`config.mk`:
```
export PLATFORM = sky130hd
export DESIGN_NAME = fetch_stage
export DESIGN_NICKNAME = d
export VERILOG_FILES = /design/src/rtl/fetch_pkg.sv /design/src/rtl/fetch_redirect_tracker.sv /design/src/rtl/register_we.sv /design/src/rtl/fetch_stage.sv
export SDC_FILE = /design/constraint.sdc
export NUM_CORES = 1
export LEC_CHECK = 0
export ABC_AREA = 1
export CAP_MARGIN = 40
export CORE_ASPECT_RATIO = 0.6
export CORE_MARGIN = 10
export CORE_UTILIZATION = 50
export CTS_BUF_LIST = sky130_fd_sc_hd__clkbuf_8
export DETAILED_ROUTE_END_ITERATION = 10
export GPL_ROUTABILITY_DRIVEN = 0
export PLACE_DENSITY = 0.81
export SLEW_MARGIN = 20
export SYNTH_ARGS = -nofsm -noshare
export SYNTH_HDL_FRONTEND = slang
export SYNTH_SLANG_ARGS = --single-unit
```
`constraint.sdc`:
```
create_clock -name clk -period 1.6 [get_ports clk]
set_input_delay 0.32 -clock clk [delete_from_list [all_inputs] [get_ports clk]]
set_output_delay 0.32 -clock clk [all_outputs]
set_load 0.005 [all_outputs]
```
`src/rtl/fetch_pkg.sv`:
```
// Shared pipeline definitions for the instruction-fetch stage.
package fetch_pkg;

  localparam logic [15:0] NOP_INSTR   = 16'h0800;
  localparam logic [4:0]  HALT_OPCODE = 5'b00000;
  localparam logic [15:0] PC_INC      = 16'd2;

  typedef enum logic [1:0] {
    ST_FETCH,
    ST_WAIT,
    ST_HOLD,
    ST_HALTED
  } fetch_state_e;

  // True when the instruction's opcode field matches the HALT opcode.
  function automatic logic is_halt(input logic [15:0] instr,
                                   input logic [4:0]  halt_op);
    return instr[15:11] == halt_op;
  endfunction

endpackage

```
`src/rtl/fetch_redirect_tracker.sv`:
```
// Remembers a redirect that arrives while an imem access is in flight,
// so it can be applied when that access finally completes.
module fetch_redirect_tracker (
  input  logic        clk,
  input  logic        rst,
  input  logic        capture,
  input  logic        clear,
  input  logic [15:0] redirect_pc_x,
  output logic        redirect_pending,
  output logic [15:0] redirect_pc_q
);

  // A newer redirect overwrites an older one; delivery clears the flag.
  always_ff @(posedge clk) begin
    if (rst) begin
      redirect_pending <= 1'b0;
      redirect_pc_q    <= '0;
    end else if (capture) begin
      redirect_pending <= 1'b1;
      redirect_pc_q    <= redirect_pc_x;
    end else if (clear) begin
      redirect_pending <= 1'b0;
    end
  end

endmodule

```
`src/rtl/register_we.sv`:
```
// Generic register with synchronous active-high reset and write enable.
module register_we #(
  parameter int            W         = 16,
  parameter logic [W-1:0]  RESET_VAL = '0
) (
  input  logic         clk,
  input  logic         rst,
  input  logic         write_en,
  input  logic [W-1:0] d,
  output logic [W-1:0] q
);

  // Load reset value, otherwise capture d when enabled.
  always_ff @(posedge clk) begin
    // NOTE: sequential state is always written with <= so every register
    // samples its inputs from before the edge, independent of block order.
    if (rst)
      q <= RESET_VAL;
    else if (write_en)
      q <= d;
  end

endmodule

```
`src/rtl/fetch_stage.sv`:
```
// Instruction-fetch stage: owns the PC, runs the multicycle imem handshake
// and feeds the fetch/decode latch with instruction, PC+2 and bubble flag.
module fetch_stage #(
  parameter logic [15:0] RESET_PC    = 16'h0000,
  parameter logic [15:0] NOP_INSTR   = fetch_pkg::NOP_INSTR,
  parameter logic [4:0]  HALT_OPCODE = fetch_pkg::HALT_OPCODE
) (
  input  logic        clk,
  input  logic        rst,
  input  logic        hold_f,
  input  logic        redirect_x,
  input  logic [15:0] redirect_pc_x,
  output logic        imem_rd,
  output logic [15:0] imem_addr,
  input  logic [15:0] imem_data,
  input  logic        imem_done,
  output logic [15:0] instr_f,
  output logic [15:0] pc_plus2_f,
  output logic        nop_f,
  output logic        halted
);

  import fetch_pkg::*;

  fetch_state_e state, state_next;

  logic [15:0] pc, pc_next, pc_plus2;
  logic        pc_we;
  logic [15:0] buf_instr;
  logic        buf_we;
  logic        redirect_pending;
  logic [15:0] redirect_pc_q;
  logic        in_flight, delivering, squash_now;

  assign pc_plus2   = pc + PC_INC;  // 16-bit modulo, FFFE wraps to 0000
  assign in_flight  = (state == ST_FETCH) || (state == ST_WAIT);
  assign delivering = in_flight && imem_done;
  assign squash_now = redirect_x || redirect_pending;

  register_we #(.W(16), .RESET_VAL(RESET_PC)) u_pc (
    .clk      (clk),
    .rst      (rst),
    .write_en (pc_we),
    .d        (pc_next),
    .q        (pc)
  );

  // NOTE: the hold buffer is reset to a NOP so its contents are never X,
  // even though it is only read in HOLD after being written.
  register_we #(.W(16), .RESET_VAL(NOP_INSTR)) u_buf (
    .clk      (clk),
    .rst      (rst),
    .write_en (buf_we),
    .d        (imem_data),
    .q        (buf_instr)
  );

  fetch_redirect_tracker u_redirect (
    .clk              (clk),
    .rst              (rst),
    .capture          (in_flight && !imem_done && redirect_x),
    .clear            (delivering),
    .redirect_pc_x    (redirect_pc_x),
    .redirect_pending (redirect_pending),
    .redirect_pc_q    (redirect_pc_q)
  );

  // Next state, PC update and buffer capture.
  always_comb begin
    // NOTE: every signal gets a default first so no path leaves it
    // unassigned, which would otherwise infer a latch.
    state_next = state;
    pc_we      = 1'b0;
    pc_next    = pc_plus2;
    buf_we     = 1'b0;
    case (state)
      ST_FETCH, ST_WAIT: begin
        if (!imem_done) begin
          state_next = ST_WAIT;
        end else if (squash_now) begin
          pc_we      = 1'b1;
          pc_next    = redirect_x ? redirect_pc_x : redirect_pc_q;
          state_next = ST_FETCH;
        end else if (hold_f) begin
          buf_we     = 1'b1;
          state_next = ST_HOLD;
        end else if (is_halt(imem_data, HALT_OPCODE)) begin
          state_next = ST_HALTED;
        end else begin
          pc_we      = 1'b1;
          state_next = ST_FETCH;
        end
      end
      ST_HOLD: begin
        if (redirect_x) begin
          pc_we      = 1'b1;
          pc_next    = redirect_pc_x;
          state_next = ST_FETCH;
        end else if (!hold_f) begin
          if (is_halt(buf_instr, HALT_OPCODE)) begin
            state_next = ST_HALTED;
          end else begin
            pc_we      = 1'b1;
            state_next = ST_FETCH;
          end
        end
      end
      ST_HALTED: begin
        if (redirect_x) begin
          pc_we      = 1'b1;
          pc_next    = redirect_pc_x;
          state_next = ST_FETCH;
        end
      end
      default: state_next = ST_FETCH;
    endcase
  end

  // FSM state register.
  always_ff @(posedge clk) begin
    if (rst)
      state <= ST_FETCH;
    else
      state <= state_next;
  end

  // Outputs to imem and the fetch/decode latch.
  always_comb begin
    imem_rd    = !rst && (state == ST_FETCH);
    imem_addr  = pc;
    halted     = !rst && (state == ST_HALTED);
    pc_plus2_f = pc_plus2;
    nop_f      = 1'b1;
    if (!rst) begin
      case (state)
        ST_FETCH, ST_WAIT: nop_f = !(imem_done && !squash_now);
        ST_HOLD:           nop_f = redirect_x;
        default:           nop_f = 1'b1;
      endcase
    end
    if (nop_f)
      instr_f = NOP_INSTR;
    else if (state == ST_HOLD)
      instr_f = buf_instr;
    else
      instr_f = imem_data;
  end

endmodule

```
==> qor.csv, run 1 <==
stage,metric,value,unit
clock_network,cts_hold_buf,0,
timing,grt-worst-endpoint,instr_f[15],
synthesis,synth_top_cell_area_share,0.315,
synthesis,yosysMostFrequentCell,nand2_1,
die,die_w,124,um
synthesis,synthArstFlopShare,0,
clock_network,root_buffer,clkbuf_8,
die,rows,22,
synthesis,syn-cell-area,0.00324,mm^2
synthesis,synth.net_count,560,
synthesis,ys_ff_latch,51,
synthesis,syn-mean-instance-area,6.20,um^2
synthesis,synth.distinct_cells,37,
synthesis,synthTopCellsByArea,"dfxtp_1, nand2_1, a21oi_1, nor2_1, nand3_1",
grt,grt_remaining_overflow,124,
status,haltStage,global routing,
synthesis,synth_top_area_cell,dfxtp_1,
synthesis,syn-instance-count,522,
clock_network,numClockSinks,51,
clock_network,numCtsBuffers,5,
status,tool.error,[ERROR GRT-0232] Routing congestion too high. Check the congestion heatmap in the GUI.,
synthesis,yosysSeqAreaShare,0.315,
placement,port_buffers,87,
clock_network,cts.path.max_buffers,2,
grt,grt_usage,0.698,
grt,grt_max_degree,24,
synthesis,synthTopCellsByCount,"nand2_1, a21oi_1, dfxtp_1",
die,start_util,0.523,
die,die_h,82.3,um
die,ioPinCount,88,
synthesis,yosysWarnings,0,
placement,dp.final_hpwl,9.28,mm
synthesis,yosys_most_used_dff,dfxtp_1,
status,status,aborted with a tool error,
clock_network,cts_max_level,2,
synthesis,synth_enable_flop_cells,0,
timing,worst-ep-kind,primary output,
[per-layer routing]
layer,GRT usage,overflow
met5,0.0529,0
met4,0.759,57
met3,0.578,1
met2,0.862,66
met1,0.676,0
[repair_timing]
| item | 4_1_cts |
|---|---|
| gates resized for setup | 269 |
| gates cloned | 2 |
| endpoints found under the setup margin | 65 |
| setup buffers | 59 |
| pin swaps | 54 |
[cell families after synthesis]
logic type,Yosys count,synth area share
buf+inv,73,0.105
fa+ha+maj,1,0.00386
flops,51,0.315
compound gates,95,0.159
simple gates,296,0.398
xor+xnor,6,0.0185
[stage by stage]
| step | setup TNS [ps] | cells | cell area (um^2) | util | setup slack [ps] |
|---|---|---|---|---|---|
| after floorplan | 0 | 522 | 3240 | - | 100 |
| after global placement | -31070 | 765 | 4810 | 0.776 | -856 |
| after detailed placement | -35320 | 765 | 4810 | 0.776 | -917 |
| after CTS | -7760 | 824 | 5630 | 0.910 | -369 |
==> run 2: changes to the inputs <==
--- a/config.mk
+++ b/config.mk
@@ -7,13 +7,11 @@
 export LEC_CHECK = 0
 export ABC_AREA = 1
 export CAP_MARGIN = 40
-export CORE_ASPECT_RATIO = 0.6
 export CORE_MARGIN = 10
-export CORE_UTILIZATION = 50
-export CTS_BUF_LIST = sky130_fd_sc_hd__clkbuf_8
+export CORE_UTILIZATION = 40
 export DETAILED_ROUTE_END_ITERATION = 10
 export GPL_ROUTABILITY_DRIVEN = 0
-export PLACE_DENSITY = 0.81
+export PLACE_DENSITY_LB_ADDON = 0.15
 export SLEW_MARGIN = 20
 export SYNTH_ARGS = -nofsm -noshare
 export SYNTH_HDL_FRONTEND = slang
==> run 2 against run 1 <==
- the flow now finishes, with violations (negative setup slack)
- synthesized cell count did not move
- synthesized area unchanged
==> qor.csv, run 2 <==
stage,metric,value,unit,change
status,status,finished with violations,,was aborted with a tool error
status,violations,negative setup slack,,
layout,final_nets,774,,
die,rows,32,,was 22
worst_setup_path,crit_chain,"buf_6, nand3_4, buf_12, nor2_4, buf_6, nand2_2, nand2_2, and2_4, buf_6",,
timing,rsz0062_at_grt,true,,
clock_network,cts.path.max_buffers,2,,unchanged
route,met3_length,777,um,
grt,grt_max_degree,24,,
timing,fin_tns_setup,-9510,ps,
synthesis,yosysSeqAreaShare,0.315,,unchanged
worst_setup_path,critPathLaunchType,register,,
timing,hold_ws,386,ps,
power,ir_drop,378,uV,
timing,slew_headroom,0.774,,
layout,top_regs,"u_buf.q: 16 flops, u_pc.q: 16 flops, u_redirect.redirect_pc_q: 16 flops",,
die,ioPinCount,88,,unchanged
synthesis,syn-mean-instance-area,6.20,um^2,unchanged
grt,grt_pass1_wl,20.4,mm,
worst_setup_path,r2r_end,u_pc.q[10],,
synthesis,synth.net_count,560,,unchanged
hold_path,hold_class,input pin to register,,
worst_setup_path,reg2reg_from,u_pc.q[2],,
route,wire_per_inst,16.5,um,
synthesis,synth.distinct_cells,37,,unchanged
route,drtIter0Drc,284,,
worst_setup_path,crit_required,1280,ps,
worst_setup_path,ff2ff_setup_slack,-120,ps,
placement,placed_area,0.00482,mm^2,was 0.00481 mm^2
placement,port_buffers,87,,unchanged
route,via_per_inst,5.20,,
worst_setup_path,crit_top_cell,buf_6,,
power,totalPowerFinal,3.82,mW,
synthesis,yosysWarnings,0,,unchanged
layout,mostFrequentLayoutCells,"nand2_1, buf_4, buf_6, a21oi_1, nor2_1",,
route,totalWireLength,13.8,mm,
grt,antenna_found_initial,0,,
clock_network,cts_max_level,2,,unchanged
synthesis,synthArstFlopShare,0,,unchanged
worst_setup_path,crit_slowest_cell,dfxtp_4,,
die,die_w,110,um,was 124 um
worst_setup_path,critPathMaxFanout,3,,
route,dr.pass1.iters,5,,
run,maxCapViolCount,0,,
synthesis,synthTopCellsByArea,"dfxtp_1, nand2_1, a21oi_1, nor2_1, nand3_1",,unchanged
clock_network,cts_hold_buf,0,,unchanged
clock_network,numClockSinks,51,,unchanged
timing,finalHoldViolations,0,,
timing,slew_violations,0,,
synthesis,synth_top_cell_area_share,0.315,,unchanged
clock_network,numCtsBuffers,5,,unchanged
layout,layout_commonest_cell,nand2_1,,
worst_setup_path,path_class,register to output pin,,
route,vias,4363,,
worst_setup_path,path_depth,9,,
timing,skew,11.2,ps,
grt,grt_pass1_vias,4267,,
layout,area_growth,86.2,%,
synthesis,ys_ff_latch,51,,unchanged
layout,stdcell_count,839,,
timing,tightest_slew,339,ps,
route,ant_nets,0,,
power,p_leak,2.81,nW,
layout,final_area,0.00603,mm^2,
layout,n_antenna_cell,0,,
route,dr_wl_met2,6.96,mm,
timing,worst_slack,-373,ps,
synthesis,yosys_most_used_dff,dfxtp_1,,unchanged
die,die_h,110,um,was 82.3 um
timing,fmax,0.507,GHz,
synthesis,yosysMostFrequentCell,nand2_1,,unchanged
layout,post-route-util,0.772,,
power,power_density,633,mW/mm^2,
layout,multi_input_area,0.00246,mm^2,
placement,pre_cts_slack,-848,ps,was -917 ps
route,dr.max_layer_used,met4,,
synthesis,synth_enable_flop_cells,0,,unchanged
die,start_util,0.415,,was 0.523
clock_network,cts_tree,yes,,
placement,dp.final_hpwl,8.35,mm,was 9.28 mm
worst_setup_path,max_stage_delay,380,ps,
route,drc,0,,
grt,grt_remaining_overflow,0,,
timing,setup_viol,43,,
worst_setup_path,endpoint,pc_plus2_f[12],,
grt,grt_usage,0.206,,
die,dieArea,0.0121,mm^2,
worst_setup_path,crit_buf_inv,4,,
clock_network,cts.clk_slew.worst_paths,100,ps,
layout,drive_gt1_frac,0.459,,
worst_setup_path,cp-end-kind,output pin,,
timing,fin_crit_sh,1.23,,
synthesis,syn-instance-count,522,,unchanged
die,core-area,0.00781,mm^2,
placement,dp_cells,782,,was 765
route,met1_length,5.71,mm,
synthesis,synth_top_area_cell,dfxtp_1,,unchanged
layout,seq_area,0.00105,mm^2,
worst_setup_path,startpoint,u_pc.q[2],,
worst_setup_path,reg2regPathDepth,12,,
worst_setup_path,path_delay_family,simple AND/OR/NAND/NOR gates,,
synthesis,syn-cell-area,0.00324,mm^2,unchanged
synthesis,synthTopCellsByCount,"nand2_1, a21oi_1, dfxtp_1",,unchanged
worst_setup_path,cp.arrival,1650,ps,
clock_network,root_buffer,clkbuf_8,,unchanged
clock_network,clkLatencyLatePin,310,ps,
layout,fill_cells,544,,
timing,min_period,1970,ps,
==> run 2: cell counts after synthesis <==
No cell type changed its count.
==> run 2: cell type report <==
type,instances,area share
Clock inverter,2,0.00581
Timing Repair Buffer,229,0.341
Inverter,49,0.0347
Clock buffer,6,0.0137
Multi-Input combinational cell,400,0.409
Sequential cell,51,0.175
Tap cell,102,0.0212
==> run 2: worst min path at each step <==
stage | from | end | slack, ps | cells past startpoint
3_3_place_gp | u_redirect.redirect_pc_q[9] | u_redirect.redirect_pc_q[9] | 430 | 2
5_1_grt | imem_data[13] | u_buf.q[13] | 390 | 3
4_1_cts | u_redirect.redirect_pc_q[3] | u_redirect.redirect_pc_q[3] | 450 | 2
2_1_floorplan | u_redirect.redirect_pc_q[3] | u_redirect.redirect_pc_q[3] | 420 | 2
3_5_place_dp | u_redirect.redirect_pc_q[3] | u_redirect.redirect_pc_q[3] | 440 | 2
6_report | imem_data[13] | u_buf.q[13] | 390 | 3
==> run 2: cells by family after synthesis <==
logic type,Yosys count,share of synthesized area
AO/OA/AOI/OAI,95,0.159
XOR/XNOR,6,0.0185
adder cells (fa/ha/maj),1,0.00386
buffers and inverters,73,0.105
flip-flops,51,0.315
AND/OR/NAND/NOR,296,0.398
==> run 2: where the power goes <==
group | internal (mW) | switching (mW) | total [mW]
Combinational | 0.742 | 0.680 | 1.42
Clock | 0.507 | 0.455 | 0.962
Sequential | 1.36 | 0.0764 | 1.43
Total | 2.61 | 1.21 | 3.82
==> run 2: per-layer routing <==
layer / track usage / up-vias
met5: 0 / -
met4: 0.0558 / 0
met3: 0.0302 / 37
met2: 0.357 / 170
met1: 0.259 / 2050
li1: - / 2106
==> run 2: worst register-to-register path: stages, from the launching register on <==
cell and delay (ps):
dfxtp_4 380, buf_6 100, nand3_4 110, buf_12 150, nor2_4 140, buf_6 110
nand3_2 60, buf_4 130, buf_4 130, nand3_2 60, nand4_1 100, nand2_1 90
inv_1 50
==> run 2: repair_timing <==
action                                 4_1_cts  5_1_grt
gates resized for setup                    247      126
buffers inserted                            55       20
endpoints found under the hold margin        0        0
setup endpoints to repair                   64       73
cloned                                       2        1
pin swaps                                   42       66
No activity file was read; power rests on OpenSTA's default activity.
==> run 3: changes to the inputs <==
--- a/config.mk
+++ b/config.mk
@@ -11,7 +11,7 @@
 export CORE_UTILIZATION = 40
 export DETAILED_ROUTE_END_ITERATION = 10
 export GPL_ROUTABILITY_DRIVEN = 0
-export PLACE_DENSITY_LB_ADDON = 0.15
+export PLACE_DENSITY = 0.66
 export SLEW_MARGIN = 20
 export SYNTH_ARGS = -nofsm -noshare
 export SYNTH_HDL_FRONTEND = slang
==> run 3 against run 2 <==
- the run still ends with negative setup slack left
- sequential share of layout area rose by 0.58 points
- flip-flop and latch count did not move
- worst setup slack improved by 49 ps
- critical path depth fell by 2
- cell area fell by 2.8%
- power rose by 1.4%
- die area did not move
==> qor.csv, run 3 (synthesis gave the netlist of run 2 again) <==
stage,metric,value,unit,change
timing,worst_slack,-325,ps,was -373 ps
worst_setup_path,cp.arrival,1600,ps,was 1650 ps
layout,final_nets,772,,was 774
placement,dp.final_hpwl,8.43,mm,was 8.35 mm
timing,setup_viol,44,,was 43
die,start_util,0.415,,unchanged
layout,drive_gt1_frac,0.430,,was 0.459
status,status,finished with violations,,unchanged
clock_network,cts_max_level,2,,unchanged
power,p_int,2.70,mW,was 2.61 mW
timing,slew_violations,0,,unchanged
grt,grt_pass1_wl,19.9,mm,was 20.4 mm
layout,post-route-util,0.750,,was 0.772
route,drtIter0Drc,211,,was 284
timing,tightest_slew,333,ps,was 339 ps
route,met1_length,5.63,mm,was 5.71 mm
clock_network,root_buffer,clkbuf_8,,unchanged
timing,skew,3.52,ps,was 11.2 ps
hold_path,hold_class,input pin to register,,unchanged
worst_setup_path,crit_slowest_cell,dfxtp_4,,unchanged
grt,grt_remaining_overflow,0,,unchanged
die,core-area,0.00781,mm^2,unchanged
grt,grt_usage,0.201,,was 0.206
route,via_per_inst,5.16,,was 5.20
placement,dp_cells,780,,was 782
power,power_density,661,mW/mm^2,was 633 mW/mm^2
worst_setup_path,crit_chain,"buf_6, nand3_4, nor2_4, buf_6, nand4_1, and2_1, buf_2",,"was buf_6, nand3_4, buf_12, nor2_4, buf_6, nand2_2, nand2_2, and2_4, buf_6"
worst_setup_path,crit_top_cell,buf_6,,unchanged
route,dr.pass1.iters,5,,unchanged
status,violations,negative setup slack,,unchanged
die,rows,32,,unchanged
worst_setup_path,crit_buf_inv,3,,was 4
clock_network,cts.clk_slew.worst_paths,100,ps,about the same
route,ant_nets,0,,unchanged
layout,stdcell_count,837,,was 839
die,ioPinCount,88,,unchanged
route,drc,0,,unchanged
worst_setup_path,critPathLaunchType,register,,unchanged
power,seqPwrFrac,0.370,,was 0.376
placement,pre_cts_slack,-827,ps,was -848 ps
die,dieArea,0.0121,mm^2,unchanged
grt,grt_pass1_vias,4267,,unchanged
power,p_clk_frac,0.280,,was 0.252
route,met3_length,800,um,was 777 um
route,wire_per_inst,16.0,um,was 16.5 um
layout,mostFrequentLayoutCells,"nand2_1, buf_4, buf_6, a21oi_1, inv_1",,"was nand2_1, buf_4, buf_6, a21oi_1, nor2_1"
clock_network,cts_tree,yes,,unchanged
clock_network,numCtsBuffers,5,,unchanged
timing,fin_crit_sh,1.20,,was 1.23
layout,area_growth,80.9,%,was 86.2%
power,p_sw_frac,0.303,,was 0.317
die,die_h,110,um,unchanged
power,p_comb_frac,0.350,,was 0.373
worst_setup_path,path_delay_family,simple AND/OR/NAND/NOR gates,,unchanged
power,p_leak,2.79,nW,was 2.81 nW
timing,finalHoldViolations,0,,unchanged
timing,rsz0062_at_grt,true,,unchanged
layout,fill_cells,559,,was 544
route,dr_wl_met2,6.67,mm,was 6.96 mm
layout,n_antenna_cell,0,,unchanged
grt,antenna_found_initial,0,,unchanged
run,maxCapViolCount,0,,unchanged
worst_setup_path,crit_required,1280,ps,about the same
power,totalPowerFinal,3.87,mW,was 3.82 mW
grt,grt_max_degree,24,,unchanged
route,vias,4323,,was 4363
route,dr.max_layer_used,met4,,unchanged
timing,fmax,0.520,GHz,was 0.507 GHz
clock_network,clkLatencyLatePin,310,ps,about the same
layout,layout_commonest_cell,nand2_1,,unchanged
power,ir_drop,437,uV,was 378 uV
clock_network,numClockSinks,51,,unchanged
layout,top_regs,"u_buf.q: 16 flops, u_pc.q: 16 flops, u_redirect.redirect_pc_q: 16 flops",,unchanged
power,power.net_switching,1.17,mW,was 1.21 mW
worst_setup_path,max_stage_delay,380,ps,about the same
timing,min_period,1920,ps,was 1970 ps
clock_network,cts.path.max_buffers,2,,unchanged
worst_setup_path,cp-end-kind,output pin,,unchanged
route,totalWireLength,13.4,mm,was 13.8 mm
worst_setup_path,path_class,register to output pin,,unchanged
clock_network,cts_hold_buf,0,,unchanged
timing,slew_headroom,0.778,,was 0.774
worst_setup_path,critPathMaxFanout,4,,was 3
placement,port_buffers,87,,unchanged
die,die_w,110,um,unchanged
==> run 3: final timing paths <==
path,to,from,cells after the start,slack (ps)
hold / removal,u_buf.q[14],imem_data[14],3,370
setup / recovery,pc_plus2_f[14],u_pc.q[1],7,-320
hold reg to reg,u_redirect.redirect_pc_q[3],u_redirect.redirect_pc_q[3],2,460
setup reg to reg,u_pc.q[3],u_pc.q[1],12,-220
==> run 3: stage by stage <==
step	setup TNS, ps	hold WS (ps)	instance area, um^2
2_1_floorplan	0	425	3240
3_3_place_gp	-29550	434	4790
3_5_place_dp	-32340	441	4790
4_1_cts	-6680	454	5440
5_1_grt	-11800	389	5860
6_report	-8420	372	5860
==> run 3: area by class of cell <==
type                       count  area, um^2  area share
tap                          102         128      0.0218
clock buffer                   6        72.6      0.0124
multi-input combinational    398        2330       0.397
timing repair buffer         229        2010       0.344
clock inverter                 2        60.1      0.0103
inverter                      49         200      0.0342
sequential                    51        1060       0.180
==> run 3: routing by layer <==
layer | vias to the layer above | GRT usage
li1 | 2105 | -
met1 | 2036 | 0.233
met2 | 153 | 0.354
met3 | 29 | 0.0505
met4 | 0 | 0.0669
met5 | - | 0
==> run 3: worst register-to-register path, cell delays in order, from the launching register on <==
cell	delay [ps]
dfxtp_4	370
ha_4	190
buf_4	140
buf_6	100
buf_6	100
xnor2_2	150
inv_1	70
buf_4	130
buf_4	130
nand2_2	50
o2111ai_2	120
nor2_1	120
nor2_1	50
==> run 3: power groups by stage <==
stage          registers [mW]  clock network (mW)  logic [mW]
2_1_floorplan            1.45                   0       0.451
3_3_place_gp             1.44                   0        1.08
3_5_place_dp             1.44                   0        1.10
4_1_cts                  1.42                1.09        1.19
5_1_grt                  1.44                1.13        1.46
6_report                 1.43                1.08        1.36
==> run 3: timing repair <==
action                                  in CTS  in global routing
gates resized for setup                    242                106
endpoints found under the setup margin      63                 49
buffers inserted                            47                 18
pin swaps                                   38                 45
endpoints found under the hold margin        0                  0
